File: config.mk
export PLATFORM = sky130hd
export DESIGN_NAME = execution_monitor
export DESIGN_NICKNAME = d
export VERILOG_FILES = /design/src/rtl/monitor_pkg.sv /design/src/rtl/trace_ring.sv /design/src/rtl/execution_monitor.sv
export SDC_FILE = /design/constraint.sdc
export NUM_CORES = 1
export LEC_CHECK = 0
export CAP_MARGIN = 20
export CORE_MARGIN = 5
export CORE_UTILIZATION = 35
export DETAILED_ROUTE_END_ITERATION = 10
export GPL_TIMING_DRIVEN = 0
export HOLD_SLACK_MARGIN = 0.05
export MAX_ROUTING_LAYER = met4
export SLEW_MARGIN = 20
export SYNTH_ARGS = -nofsm -noshare
export SYNTH_HDL_FRONTEND = slang
export SYNTH_SLANG_ARGS = --single-unit
File: constraint.sdc
create_clock -name clock -period 7.9 [get_ports clock]
set_clock_uncertainty 0.05 [all_clocks]
set_input_delay 1.185 -clock clock [delete_from_list [all_inputs] [get_ports clock]]
set_output_delay 1.185 -clock clock [all_outputs]
set_load 0.1 [all_outputs]
File: src/rtl/monitor_pkg.sv
// Shared types for the execution monitor: FSM state encoding and trace entry sizing.
package monitor_pkg;

  // Run-control FSM states; halted/timeout are sticky until clear or reset.
  typedef enum logic [1:0] {
    StIdle    = 2'd0,
    StRun     = 2'd1,
    StHalted  = 2'd2,
    StTimeout = 2'd3
  } mon_state_e;

  // A trace entry packs {address, data} into one word.
  function automatic int unsigned trace_entry_width(int unsigned addr_w, int unsigned data_w);
    return addr_w + data_w;
  endfunction

endpackage

File: src/rtl/trace_ring.sv
// Ring buffer of the most recent memory writes with an oldest-relative registered read port.
module trace_ring
  import monitor_pkg::*;
#(
  parameter int unsigned ADDR_WIDTH  = 16,
  parameter int unsigned DATA_WIDTH  = 16,
  parameter int unsigned TRACE_DEPTH = 8
) (
  input  logic                           clock,
  input  logic                           reset,
  input  logic                           clear,
  input  logic                           wr_en,
  input  logic [ADDR_WIDTH-1:0]          wr_addr,
  input  logic [DATA_WIDTH-1:0]          wr_data,
  input  logic [$clog2(TRACE_DEPTH)-1:0] rd_idx,
  output logic [ADDR_WIDTH-1:0]          rd_addr,
  output logic [DATA_WIDTH-1:0]          rd_data,
  output logic                           rd_valid,
  output logic [$clog2(TRACE_DEPTH):0]   count,
  output logic                           overflow
);

  localparam int unsigned PtrW   = $clog2(TRACE_DEPTH);
  localparam int unsigned EntryW = trace_entry_width(ADDR_WIDTH, DATA_WIDTH);

  logic [EntryW-1:0] mem_q [TRACE_DEPTH];
  logic [PtrW-1:0]   wr_ptr_q;
  logic [PtrW:0]     count_q;
  logic              overflow_q;
  logic [EntryW-1:0] rd_entry_q;
  logic              rd_valid_q;

  logic              full;
  logic [PtrW-1:0]   oldest;
  logic [PtrW-1:0]   rd_phys;
  logic              rd_hit;

  // Depth is a power of two, so pointer arithmetic wraps naturally; when full the low
  // count bits are zero and the oldest entry is the one about to be overwritten.
  always_comb begin
    full    = (count_q == (PtrW + 1)'(TRACE_DEPTH));
    oldest  = wr_ptr_q - count_q[PtrW-1:0];
    rd_phys = oldest + rd_idx;
    rd_hit  = ({1'b0, rd_idx} < count_q);
  end

  // Storage array; no reset needed since count gates visibility of every entry.
  always_ff @(posedge clock) begin
    if (wr_en && !clear) begin
      mem_q[wr_ptr_q] <= {wr_addr, wr_data};
    end
  end

  // Write pointer, occupancy and sticky overflow.
  always_ff @(posedge clock or negedge reset) begin
    if (!reset) begin
      wr_ptr_q   <= '0;
      count_q    <= '0;
      overflow_q <= 1'b0;
    end else if (clear) begin
      wr_ptr_q   <= '0;
      count_q    <= '0;
      overflow_q <= 1'b0;
    end else if (wr_en) begin
      wr_ptr_q <= wr_ptr_q + 1'b1;
      if (full) begin
        overflow_q <= 1'b1;
      end else begin
        count_q <= count_q + 1'b1;
      end
    end
  end

  // Registered read; sees pre-write contents, and invalid slots read back as zero.
  always_ff @(posedge clock or negedge reset) begin
    if (!reset) begin
      rd_entry_q <= '0;
      rd_valid_q <= 1'b0;
    end else begin
      rd_valid_q <= rd_hit;
      rd_entry_q <= rd_hit ? mem_q[rd_phys] : '0;
    end
  end

  // Port mapping.
  always_comb begin
    rd_addr  = rd_entry_q[EntryW-1:DATA_WIDTH];
    rd_data  = rd_entry_q[DATA_WIDTH-1:0];
    rd_valid = rd_valid_q;
    count    = count_q;
    overflow = overflow_q;
  end

endmodule

File: src/rtl/execution_monitor.sv
// Run-control monitor beside the CPU: halt/timeout detection, cycle and retire counters,
// and a trace of recent memory writes.
module execution_monitor
  import monitor_pkg::*;
#(
  parameter int unsigned DATA_WIDTH     = 16,
  parameter int unsigned ADDR_WIDTH     = 16,
  parameter int unsigned HALT_CYCLES    = 5,
  parameter int unsigned TIMEOUT_CYCLES = 10000,
  parameter int unsigned TRACE_DEPTH    = 8,
  parameter int unsigned CNT_WIDTH      = 32
) (
  input  logic                           clock,
  input  logic                           reset,
  input  logic                           enable,
  input  logic                           clear,
  input  logic [ADDR_WIDTH-1:0]          pc,
  input  logic                           fetch_state,
  input  logic                           retire,
  input  logic                           mem_write,
  input  logic [ADDR_WIDTH-1:0]          mem_addr,
  input  logic [DATA_WIDTH-1:0]          mem_write_data,
  input  logic [$clog2(TRACE_DEPTH)-1:0] trace_rd_idx,
  output logic [ADDR_WIDTH-1:0]          trace_rd_addr,
  output logic [DATA_WIDTH-1:0]          trace_rd_data,
  output logic                           trace_rd_valid,
  output logic [$clog2(TRACE_DEPTH):0]   trace_count,
  output logic                           trace_overflow,
  output logic [CNT_WIDTH-1:0]           cycle_count,
  output logic [CNT_WIDTH-1:0]           retire_count,
  output logic                           running,
  output logic                           halted,
  output logic                           timed_out,
  output logic                           done
);

  localparam int unsigned StallW = $clog2(HALT_CYCLES + 1);

  mon_state_e            state_q, state_d;
  logic [StallW-1:0]     stall_q, stall_d;
  logic [ADDR_WIDTH-1:0] prev_pc_q, prev_pc_d;
  logic                  prev_pc_valid_q, prev_pc_valid_d;
  logic [CNT_WIDTH-1:0]  cycle_q, cycle_d;
  logic [CNT_WIDTH-1:0]  retire_q, retire_d;

  logic                  run_active;
  logic                  pc_match;
  logic [StallW-1:0]     stall_inc;
  logic [CNT_WIDTH-1:0]  cycle_inc;
  logic [CNT_WIDTH-1:0]  retire_inc;
  logic                  halt_hit;
  logic                  timeout_hit;

  // Per-cycle observations; a clear cycle does no monitoring work.
  always_comb begin
    run_active  = (state_q == StRun) && enable && !clear;
    pc_match    = fetch_state && prev_pc_valid_q && (pc == prev_pc_q);
    stall_inc   = stall_q + 1'b1;
    cycle_inc   = (cycle_q == '1) ? cycle_q : cycle_q + 1'b1;
    retire_inc  = (retire_q == '1) ? retire_q : retire_q + 1'b1;
    halt_hit    = pc_match && (stall_inc == StallW'(HALT_CYCLES));
    timeout_hit = (cycle_inc >= CNT_WIDTH'(TIMEOUT_CYCLES));
  end

  // FSM state register.
  always_ff @(posedge clock or negedge reset) begin
    if (!reset) begin
      state_q <= StIdle;
    end else begin
      state_q <= state_d;
    end
  end

  // FSM next state; halt takes precedence over a coincident timeout.
  always_comb begin
    state_d = state_q;
    if (clear) begin
      state_d = StIdle;
    end else begin
      unique case (state_q)
        StIdle: begin
          if (enable) state_d = StRun;
        end
        StRun: begin
          if (!enable)          state_d = StIdle;
          else if (halt_hit)    state_d = StHalted;
          else if (timeout_hit) state_d = StTimeout;
        end
        StHalted, StTimeout: state_d = state_q;
        default: state_d = StIdle;
      endcase
    end
  end

  // FSM outputs decoded from the current state.
  always_comb begin
    running   = (state_q == StRun);
    halted    = (state_q == StHalted);
    timed_out = (state_q == StTimeout);
    done      = halted || timed_out;
  end

  // Stall detector and saturating counters next state.
  always_comb begin
    stall_d         = stall_q;
    prev_pc_d       = prev_pc_q;
    prev_pc_valid_d = prev_pc_valid_q;
    cycle_d         = cycle_q;
    retire_d        = retire_q;
    if (clear) begin
      stall_d         = '0;
      prev_pc_d       = '0;
      prev_pc_valid_d = 1'b0;
      cycle_d         = '0;
      retire_d        = '0;
    end else if (run_active) begin
      stall_d         = pc_match ? stall_inc : '0;
      prev_pc_d       = pc;
      prev_pc_valid_d = 1'b1;
      cycle_d         = cycle_inc;
      if (retire) retire_d = retire_inc;
    end else if (state_q == StRun) begin
      // Pausing forgets the PC history so the stall run restarts on resume.
      stall_d         = '0;
      prev_pc_valid_d = 1'b0;
    end
  end

  // Stall detector and counter registers.
  always_ff @(posedge clock or negedge reset) begin
    if (!reset) begin
      stall_q         <= '0;
      prev_pc_q       <= '0;
      prev_pc_valid_q <= 1'b0;
      cycle_q         <= '0;
      retire_q        <= '0;
    end else begin
      stall_q         <= stall_d;
      prev_pc_q       <= prev_pc_d;
      prev_pc_valid_q <= prev_pc_valid_d;
      cycle_q         <= cycle_d;
      retire_q        <= retire_d;
    end
  end

  // Counter outputs.
  always_comb begin
    cycle_count  = cycle_q;
    retire_count = retire_q;
  end

  trace_ring #(
    .ADDR_WIDTH  (ADDR_WIDTH),
    .DATA_WIDTH  (DATA_WIDTH),
    .TRACE_DEPTH (TRACE_DEPTH)
  ) u_trace_ring (
    .clock    (clock),
    .reset    (reset),
    .clear    (clear),
    .wr_en    (run_active && mem_write),
    .wr_addr  (mem_addr),
    .wr_data  (mem_write_data),
    .rd_idx   (trace_rd_idx),
    .rd_addr  (trace_rd_addr),
    .rd_data  (trace_rd_data),
    .rd_valid (trace_rd_valid),
    .count    (trace_count),
    .overflow (trace_overflow)
  );

endmodule
==> results of run 1 <==
area by class of cell:
cell class	count	share of cell area, %
sequential	383	54.3
multi-input combinational	637	24.1
timing repair buffer	193	9.75
clock buffer	57	5.52
tap	600	3.75
clock inverter	18	1.17
buffer	54	1.04
inverter	23	0.431
antenna	1	0.0125
tightest hold or removal path, stage by stage (launching register included):
cell and delay (ns):
dfrtp_1 0.36, a41oi_1 0.05, nor2_1 0.08
cells in the final DEF, fill, tap and decap left out, types with 7 or more instances in the layout:
master / n
a21oi_1: 58
and3_1: 20
and4_1: 7
buf_1: 8
buf_4: 16
buf_6: 7
clkbuf_1: 57
clkbuf_16: 41
clkdlybuf4s50_1: 161
dfrtp_1: 127
edfxtp_1: 256
ha_1: 11
inv_1: 23
mux4_2: 64
nand2_1: 150
nand3_1: 31
nand4_1: 19
nor2_1: 85
nor3_1: 10
nor4_1: 9
xnor2_1: 30
xor2_1: 67
flip-flops by register name, summed over array words and instances, names as in the netlist, 2 cells and up:
register	cells
state_q	2
prev_pc_q	16
u_trace_ring.wr_ptr_q	3
u_trace_ring.count	4
retire_count	32
stall_q	3
u_trace_ring.rd_entry_q	32
u_trace_ring.mem_q	256
cycle_count	32
per-layer routing:
layer / GRT usage, % / vias up / share of wire (%)
met5: - / - / 0
met4: 3.97 / 0 / 1.9
met3: 3.14 / 55 / 6.0
met2: 25.6 / 278 / 48
met1: 21.4 / 4922 / 44
li1: - / 4517 / -
cells by family after synthesis:
| family | share of synthesized area (%) |
|---|---|
| multiplexers | 9.42 |
| flip-flops | 68.2 |
| buffers and inverters | 1.85 |
| AND/OR/NAND/NOR | 10.5 |
| AO/OA/AOI/OAI | 3.57 |
| XOR/XNOR | 5.33 |
| adder cells (fa/ha/maj) | 1.12 |
where the power goes:
part	switching, W	internal (W)
clock	0.000794	0.00112
sequential	0.0000126	0.00217
combinational	0.000380	0.000183
stage by stage:
step	util, %	setup WS [ns]
finish	44.3	3.57
global route	44.3	3.35
CTS	44.3	3.43
detailed placement	41.3	2.84
global placement	40.5	-1.40
floorplan	-	2.55
how the worst max path moves through the flow:
stage	startpoint	endpoint	slack [ns]	depth (start not counted)
6_report	trace_rd_idx[1]	u_trace_ring.rd_entry_q[20]	3.57	10
5_1_grt	trace_rd_idx[1]	u_trace_ring.rd_entry_q[31]	3.35	10
3_3_place_gp	enable	u_trace_ring.mem_q[0][6]	-1.40	5
3_5_place_dp	trace_rd_idx[1]	u_trace_ring.rd_entry_q[22]	2.84	10
4_1_cts	trace_rd_idx[1]	u_trace_ring.rd_entry_q[22]	3.43	10
2_1_floorplan	state_q[1]	u_trace_ring.mem_q[0][0]	2.55	6
==> results.py, run 1 <==
metrics = {
    "worst_setup_path": {
        "reg2reg_from": "u_trace_ring.wr_ptr_q[1]",
        "crit_fanout": 10,
        "rrSetupSlack_ns": 4.17,
        "cp_data_required_time_ns": 8.24,
        "crit_arrival_ns": 4.68,
        "r2r_end": "u_trace_ring.rd_entry_q[20]",
        "crit_path_max_incr_delay_ns": 0.66,
        "cp_top_family": "buffers and inverters",
        "worstPathCellList": "clkdlybuf4s50_1 -> inv_1 -> fa_1 -> inv_1 -> fa_1 -> buf_1 -> clkbuf_1 -> mux4_2 -> nand2_1 -> a21oi_1",
        "cp-end-kind": "register",
        "critPathKind": "input pin to register",
        "path_buf_inv": 5,
        "reg2regPathDepth": 9,
        "worstSetupStartpointType": "input pin",
        "crit_slowest_cell": "clkbuf_1",
    },
    "grt": {
        "grt_pass1_wl_mm": 60.5,
        "grt_pass1_vias": 9861,
        "grt-ovfl-total": 0,
        "antenna_found_initial": 1,
        "track_usage_pct": 16.0,
        "grt_max_degree": 66,
    },
    "clock_tree": {
        "cts.repair.resized": 0,
        "post_cts_buffers": 0,
        "numClockSinks": 383,
        "cts_tree": "built",
        "clk_latency_ns": 0.57,
        "cts_root_buffer": "clkbuf_16",
        "cts_made_buffers": 41,
        "path_clk_slew_ns": 0.06,
        "cts_hold_buf": 0,
        "cts_buffer_depth": 3,
        "cts-htree-levels": 2,
    },
    "layout": {
        "num-fill-cells": 4078,
        "final-seq-area_mm2": 0.0109,
        "fin_cells": 1966,
        "fin_nets": 1404,
        "layout-drive-gt1-share_pct": 12.3,
        "final_area_mm2": 0.0200,
        "area_growth_syn_to_layout_pct": 25.7,
        "multi_input_area_mm2": 0.00482,
    },
    "sta": {
        "period_needed_ns": 4.33,
        "hold_viol_final": 0,
        "fmax_ghz": 0.231,
        "timing.setup.tns_ns": 0,
        "tightestPinTransition_ns": 1.08,
        "maxSlewHeadroom_pct": 28.0,
        "timing.hold.ws_ns": 0.479,
        "setup_viol": 0,
        "drv_slew": 0,
        "rsz0062_at_grt": "no",
        "fin_crit_sh_pct": 54.9,
    },
    "synth": {
        "async_reset_ff_share_pct": 33.2,
        "synthTopCellsByCount": "256 x edfxtp_1, 150 x nand2_1, 127 x dfrtp_1",
        "ys.flop_type": "edfxtp_1",
        "synth-edff-count": 256,
        "yosys.area.top_type_share_pct": 48.3,
        "yosys.area.top_type": "edfxtp_1",
        "yosysSeqAreaShare_pct": 68.2,
        "syn_area_mm2": 0.0159,
        "syn_area_per_cell_um2": 14.5,
        "synth.most_common_cell": "edfxtp_1",
        "ys_ff_latch": 383,
        "syn-num-nets": 1168,
        "ys_types": 51,
        "synthCells": 1097,
        "yosys_warnings": 0,
        "synth_area_leaders": "edfxtp_1 48%, dfrtp_1 20%, mux4_2 9.0%",
    },
    "placed_design": {
        "dp_hpwl_mm": 26.8,
        "place_inst": 1889,
        "dpl_cell_area_mm2": 0.0187,
        "io_buffers": 162,
        "gp_congestion": 0.876,
    },
    "floorplanning": {
        "start_util_pct": 35.3,
        "dieArea_mm2": 0.0499,
        "pin_count": 164,
        "num_rows": 78,
        "core-area_mm2": 0.0452,
        "die_w_um": 223,
        "die_h_um": 223,
    },
    "pwr": {
        "power.total_w": 0.00466,
        "vdd_drop_max_v": 0.000171,
        "p_leak_nw": 7.23,
        "p_per_area_mw_per_mm2": 233,
    },
    "route": {
        "antenna_left": 0,
        "first_iter_violations": 743,
        "vias_per_cell": 4.97,
        "drcViolationCount": 0,
        "drt_first_pass_iters": 5,
        "via_count": 9772,
        "wirelength_mm": 38.9,
        "post_drt_wl_per_cell_um": 19.8,
    },
    "status": {
        "status": "complete, no violations",
    },
    "hold_path": {
        "min_path_type": "register to register",
        "whs_endpoint": "u_trace_ring.overflow",
        "min_path_cells": 2,
        "worstHoldStart": "u_trace_ring.overflow",
    },
    "flow_run": {
        "maxCapViolations": 0,
    },
}
No activity file was read; power rests on OpenSTA's default activity.
==> run 2, diff against run 1 <==
clock period = 4.1 ns   (was 7.9 ns; I/O delays follow)
==> run 2 against run 1 <==
Effect of this change: worst hold slack improved by 0.0041 ns; sequential cell count unchanged; die area stayed put; core utilization rose by 0.18 points; sequential power grew 93%; count of clock-buffer cells in the layout rose by 9; global-route usage shrank 0.54 points.
==> results.py, run 2 (synthesis gave the netlist of run 1 again) <==
metrics = {
    "placed_design": {
        "dpl_cell_area_mm2": 0.0187,
        "io_buffers": 162,
        "gp_congestion": 0.914,
        "dp_hpwl_mm": 26.2,
    },
    "worst_setup_path": {
        "crit_fanout": 10,
        "path_depth": 9,
        "critPathKind": "register to register",
        "crit_path_max_incr_delay_ns": 0.60,
        "worstSetupStartpointType": "register",
        "path_buf_inv": 4,
        "cp-end-kind": "register",
        "worstPathCellList": "inv_1 -> fa_1 -> inv_1 -> fa_1 -> buf_1 -> clkbuf_1 -> mux4_2 -> nand2_1 -> a21oi_1",
        "cp_top_family": "buffers and inverters",
        "crit_slowest_cell": "clkbuf_1",
        "cp_data_required_time_ns": 4.49,
        "crit_arrival_ns": 4.11,
        "reg2regPathDepth": 9,
    },
    "grt": {
        "grt_max_degree": 67,
        "grt_pass1_vias": 9901,
        "use_met1_pct": 20.4,
        "antenna_found_initial": 2,
        "met2_usage_pct": 24.9,
        "busiest_layer": "met2",
        "track_usage_pct": 15.5,
        "gr-usage-met3_pct": 3.62,
        "grt_pass1_wl_mm": 58.7,
        "grt-ovfl-total": 0,
    },
    "layout": {
        "final_util_pct": 44.5,
        "layout_common_cells": "256 x edfxtp_1, 161 x clkdlybuf4s50_1, 150 x nand2_1",
        "area_growth_syn_to_layout_pct": 26.2,
        "final_area_mm2": 0.0201,
        "fin_nets": 1398,
        "layout_commonest_cell": "edfxtp_1",
        "largest_register_ffs": 256,
        "top_register": "u_trace_ring.mem_q",
        "layout-drive-gt1-share_pct": 12.1,
        "num-fill-cells": 4056,
    },
    "route": {
        "first_iter_violations": 753,
        "wirelength_mm": 37.9,
        "vias_per_cell": 4.91,
        "antenna_left": 0,
        "post_drt_wl_per_cell_um": 19.3,
        "drcViolationCount": 0,
        "via_count": 9632,
        "drt_first_pass_iters": 5,
    },
    "clock_tree": {
        "clk_latency_ns": 0.56,
        "cts_tree": "built",
        "cts-htree-levels": 2,
        "path_clk_slew_ns": 0.06,
        "numClockSinks": 383,
        "post_cts_buffers": 0,
        "cts_root_buffer": "clkbuf_16",
        "cts_buffer_depth": 3,
        "cts_made_buffers": 42,
    },
    "floorplanning": {
        "start_util_pct": 35.3,
        "num_rows": 78,
        "die_h_um": 223,
        "die_w_um": 223,
        "core-area_mm2": 0.0452,
        "pin_count": 164,
        "dieArea_mm2": 0.0499,
    },
    "hold_path": {
        "min_path_cells": 2,
        "min_path_type": "register to register",
    },
    "sta": {
        "maxSlewHeadroom_pct": 24.9,
        "drv_slew": 0,
        "fin_crit_sh_pct": 90.8,
        "hold_viol_final": 0,
        "tightestPinTransition_ns": 1.12,
        "setup_viol": 0,
        "period_needed_ns": 3.72,
        "rsz0062_at_grt": "no",
        "fmax_ghz": 0.268,
    },
    "pwr": {
        "p_per_area_mw_per_mm2": 455,
        "p_leak_nw": 7.24,
        "vdd_drop_max_v": 0.000410,
    },
    "flow_run": {
        "maxCapViolations": 0,
    },
    "status": {
        "status": "complete, no violations",
    },
}
==> run 2: worst reg2reg max path, cell delays in order (launching register included) <==
cell,delay (ns)
dfrtp_1,0.55
inv_1,0.13
fa_1,0.50
inv_1,0.06
fa_1,0.54
buf_1,0.49
clkbuf_1,0.60
mux4_2,0.33
nand2_1,0.06
a21oi_1,0.30
==> run 2: cell type report <==
| type | instances | area (µm²) | area share [%] |
|---|---|---|---|
| Timing Repair Buffer | 186 | 1920 | 9.56 |
| Clock inverter | 12 | 179 | 0.890 |
| Inverter | 23 | 86.3 | 0.429 |
| Clock buffer | 66 | 1250 | 6.24 |
| Sequential cell | 383 | 10900 | 54.0 |
| Multi-Input combinational cell | 637 | 4830 | 24.0 |
| Tap cell | 600 | 751 | 3.73 |
| Antenna cell | 2 | 5.00 | 0.0249 |
| Buffer | 54 | 209 | 1.04 |
==> run 2: final timing paths <==
check	to	slack, ns	startpoint
min in group asynchronous	prev_pc_q[1]	0.57	reset
max	u_trace_ring.rd_entry_q[22]	0.38	u_trace_ring.wr_ptr_q[1]
min	prev_pc_valid_q	0.48	prev_pc_valid_q
min reg2reg	prev_pc_valid_q	0.48	prev_pc_valid_q
max reg2reg	u_trace_ring.rd_entry_q[22]	0.38	u_trace_ring.wr_ptr_q[1]
max in group asynchronous	u_trace_ring.rd_entry_q[4]	2.71	reset
==> run 2: metal layers <==
metal | vias up | wire, µm
met5 | - | 0
met4 | 0 | 617
li1 | 4495 | -
met2 | 244 | 18300
met3 | 49 | 2170
met1 | 4844 | 16800
==> run 2: stage by stage <==
step / setup TNS, ns / hold WS, ns / std cells / worst slack, ns / total power, W
2_1_floorplan: -39.42 / 0.269 / 1097 / -0.411 / 0.00500
3_3_place_gp: -873.61 / 0.469 / 1859 / -3.14 / 0.00537
3_5_place_dp: -3.80 / 0.472 / 1882 / -0.212 / 0.00538
4_1_cts: 0 / 0.481 / 1961 / 0.300 / 0.00930
5_1_grt: 0 / 0.512 / 1963 / 0.180 / 0.00951
6_report: 0 / 0.483 / 1963 / 0.376 / 0.00915
==> run 2: where the power goes <==
| part | switching, W | leakage, nW | total (W) | internal [W] |
|---|---|---|---|---|
| clock | 0.00151 | 0.698 | 0.00387 | 0.00236 |
| combinational | 0.000719 | 2.49 | 0.00107 | 0.000349 |
| sequential | 0.0000234 | 4.05 | 0.00421 | 0.00419 |
==> run 2: what timing repair did <==
| action | 4_1_cts | 5_1_grt |
|---|---|---|
| setup endpoints to repair | 0 | 0 |
| hold buffers | 1 | 0 |
| hold endpoints to repair | 65 | 0 |
| gates resized for setup | 0 | 0 |
==> run 3, diff against run 2 <==
CTS_CLUSTER_SIZE = 10   (was unset)
==> run 3 against run 2 <==
Effect of this change: first-iteration DRC count increased by 7.7%; routed wire length decreased by 0.27%; count of clock-buffer cells in the layout increased by 8; via count increased by 0.66%; cell count increased by 0.15%; core utilization about the same; combinational power about the same; critical endpoint is now u_trace_ring.rd_entry_q[31]; non-clock buffer count unchanged; largest power group unchanged; global-route usage about the same.
==> results.py, run 3 (synthesis gave the netlist of run 1 again) <==
metrics = {
    "layout": {
        "largest_register_ffs": 256,
        "layout_common_cells": "256 x edfxtp_1, 161 x clkdlybuf4s50_1, 150 x nand2_1",
        "layout-drive-gt1-share_pct": 11.8,
        "num-fill-cells": 4068,
        "layout_commonest_cell": "edfxtp_1",
        "final_area_mm2": 0.0201,
        "top_register": "u_trace_ring.mem_q",
        "area_growth_syn_to_layout_pct": 26.2,
        "fin_nets": 1402,
    },
    "worst_setup_path": {
        "cp-end-kind": "register",
        "worstSetupStartpointType": "register",
        "reg2regPathDepth": 9,
        "rrSetupSlack_ns": 0.33,
        "cp_data_required_time_ns": 4.50,
        "crit_slowest_cell": "clkbuf_1",
        "crit_fanout": 10,
        "reg2reg_from": "u_trace_ring.wr_ptr_q[1]",
        "crit_arrival_ns": 4.17,
        "crit_path_max_incr_delay_ns": 0.65,
        "r2r_end": "u_trace_ring.rd_entry_q[31]",
        "critPathKind": "register to register",
        "worstPathCellList": "inv_1 -> fa_1 -> inv_1 -> fa_1 -> buf_1 -> clkbuf_1 -> mux4_2 -> nand2_1 -> a21oi_1",
    },
    "sta": {
        "period_needed_ns": 3.77,
        "setup_viol": 0,
        "tightestPinTransition_ns": 1.12,
        "hold_viol_final": 0,
        "fin_crit_sh_pct": 91.9,
        "maxSlewHeadroom_pct": 25.2,
        "timing.hold.ws_ns": 0.481,
        "drv_slew": 0,
        "rsz0062_at_grt": "no",
        "fmax_ghz": 0.265,
    },
    "floorplanning": {
        "dieArea_mm2": 0.0499,
        "die_h_um": 223,
        "die_w_um": 223,
        "pin_count": 164,
        "start_util_pct": 35.3,
        "num_rows": 78,
        "core-area_mm2": 0.0452,
    },
    "route": {
        "antenna_left": 0,
        "drcViolationCount": 0,
        "via_count": 9696,
        "first_iter_violations": 811,
        "vias_per_cell": 4.93,
        "post_drt_wl_per_cell_um": 19.2,
        "wirelength_mm": 37.8,
        "drt_first_pass_iters": 5,
    },
    "grt": {
        "grt_max_degree": 67,
        "antenna_found_initial": 2,
        "grt_pass1_wl_mm": 58.7,
        "track_usage_pct": 15.5,
        "grt_pass1_vias": 9889,
        "grt-ovfl-total": 0,
    },
    "clock_tree": {
        "cts_root_buffer": "clkbuf_16",
        "path_clk_slew_ns": 0.05,
        "post_cts_buffers": 0,
        "cts-htree-levels": 2,
        "cts.repair.resized": 0,
        "clk_latency_ns": 0.59,
        "numClockSinks": 383,
        "cts_tree": "built",
        "cts_made_buffers": 46,
        "cts_buffer_depth": 3,
        "cts_hold_buf": 1,
    },
    "flow_run": {
        "maxCapViolations": 0,
    },
    "hold_path": {
        "worstHoldStart": "prev_pc_valid_q",
        "whs_endpoint": "prev_pc_valid_q",
        "min_path_cells": 2,
        "min_path_type": "register to register",
    },
    "pwr": {
        "vdd_drop_max_v": 0.000383,
        "power.total_w": 0.00907,
        "p_leak_nw": 7.21,
        "p_per_area_mw_per_mm2": 451,
    },
    "placed_design": {
        "dpl_cell_area_mm2": 0.0187,
        "gp_congestion": 0.914,
        "dp_hpwl_mm": 26.2,
        "io_buffers": 162,
    },
    "status": {
        "status": "complete, no violations",
    },
}
[run 3: cell types whose count changed in the layout (fill, tap and decap cells not counted)]
cell,change
inv_16,-1
clkinv_1,-3
clkbuf_1,+10
clkbuf_8,-4
bufinv_16,-3
clkbuf_16,+2
clkinv_2,-2
inv_6,-2
inv_4,+1
clkinv_16,+3
clkinvlp_4,+2
[run 3: area by class of cell]
cell class	count	area (µm²)	share of cell area, %
Buffer	54	209	1.04
Clock inverter	7	141	0.703
Timing Repair Buffer	186	1920	9.57
Multi-Input combinational cell	637	4830	24.1
Tap cell	600	751	3.73
Clock buffer	74	1290	6.40
Antenna cell	2	5.00	0.0249
Sequential cell	383	10900	54.1
Inverter	23	86.3	0.429
[run 3: how the worst max path moves through the flow]
stage,endpoint,start,cells past startpoint
detailed placement,u_trace_ring.rd_entry_q[22],trace_rd_idx[1],10
CTS,u_trace_ring.rd_entry_q[22],u_trace_ring.wr_ptr_q[1],9
global route,u_trace_ring.rd_entry_q[31],u_trace_ring.wr_ptr_q[0],9
finish,u_trace_ring.rd_entry_q[31],u_trace_ring.wr_ptr_q[1],9
floorplan,u_trace_ring.mem_q[1][0],state_q[1],6
global placement,u_trace_ring.rd_entry_q[4],reset,1
[run 3: critical path: cells and delay by family (launching register included)]
family	cells	cell delay, ns
DFF	1	0.56
buffers and inverters	4	1.34
AOI/OAI and AO/OA	1	0.28
muxes	1	0.33
and+or+nand+nor	1	0.05
adders and majority gates	2	1.03
[run 3: through the flow]
stage | setup TNS, ns | instances | utilization (%) | setup WS, ns
3_5_place_dp | -3.80 | 1882 | 41.3 | -0.212
6_report | 0 | 1966 | 44.5 | 0.330
4_1_cts | 0 | 1964 | 44.5 | 0.318
5_1_grt | 0 | 1966 | 44.5 | 0.160
3_3_place_gp | -873.61 | 1859 | 40.5 | -3.14
2_1_floorplan | -39.42 | 1097 | - | -0.411
[run 3: routing by layer]
metal | global-route usage, % | share of wire, %
met4 | 3.93 | 1.9
met1 | 20.4 | 44
met3 | 3.01 | 5.6
met2 | 24.9 | 49
met5 | - | 0
[run 3: report_power, final]
part	internal, W	switching (W)
clock network	0.00223	0.00157
logic	0.000349	0.000720
registers	0.00419	0.0000234
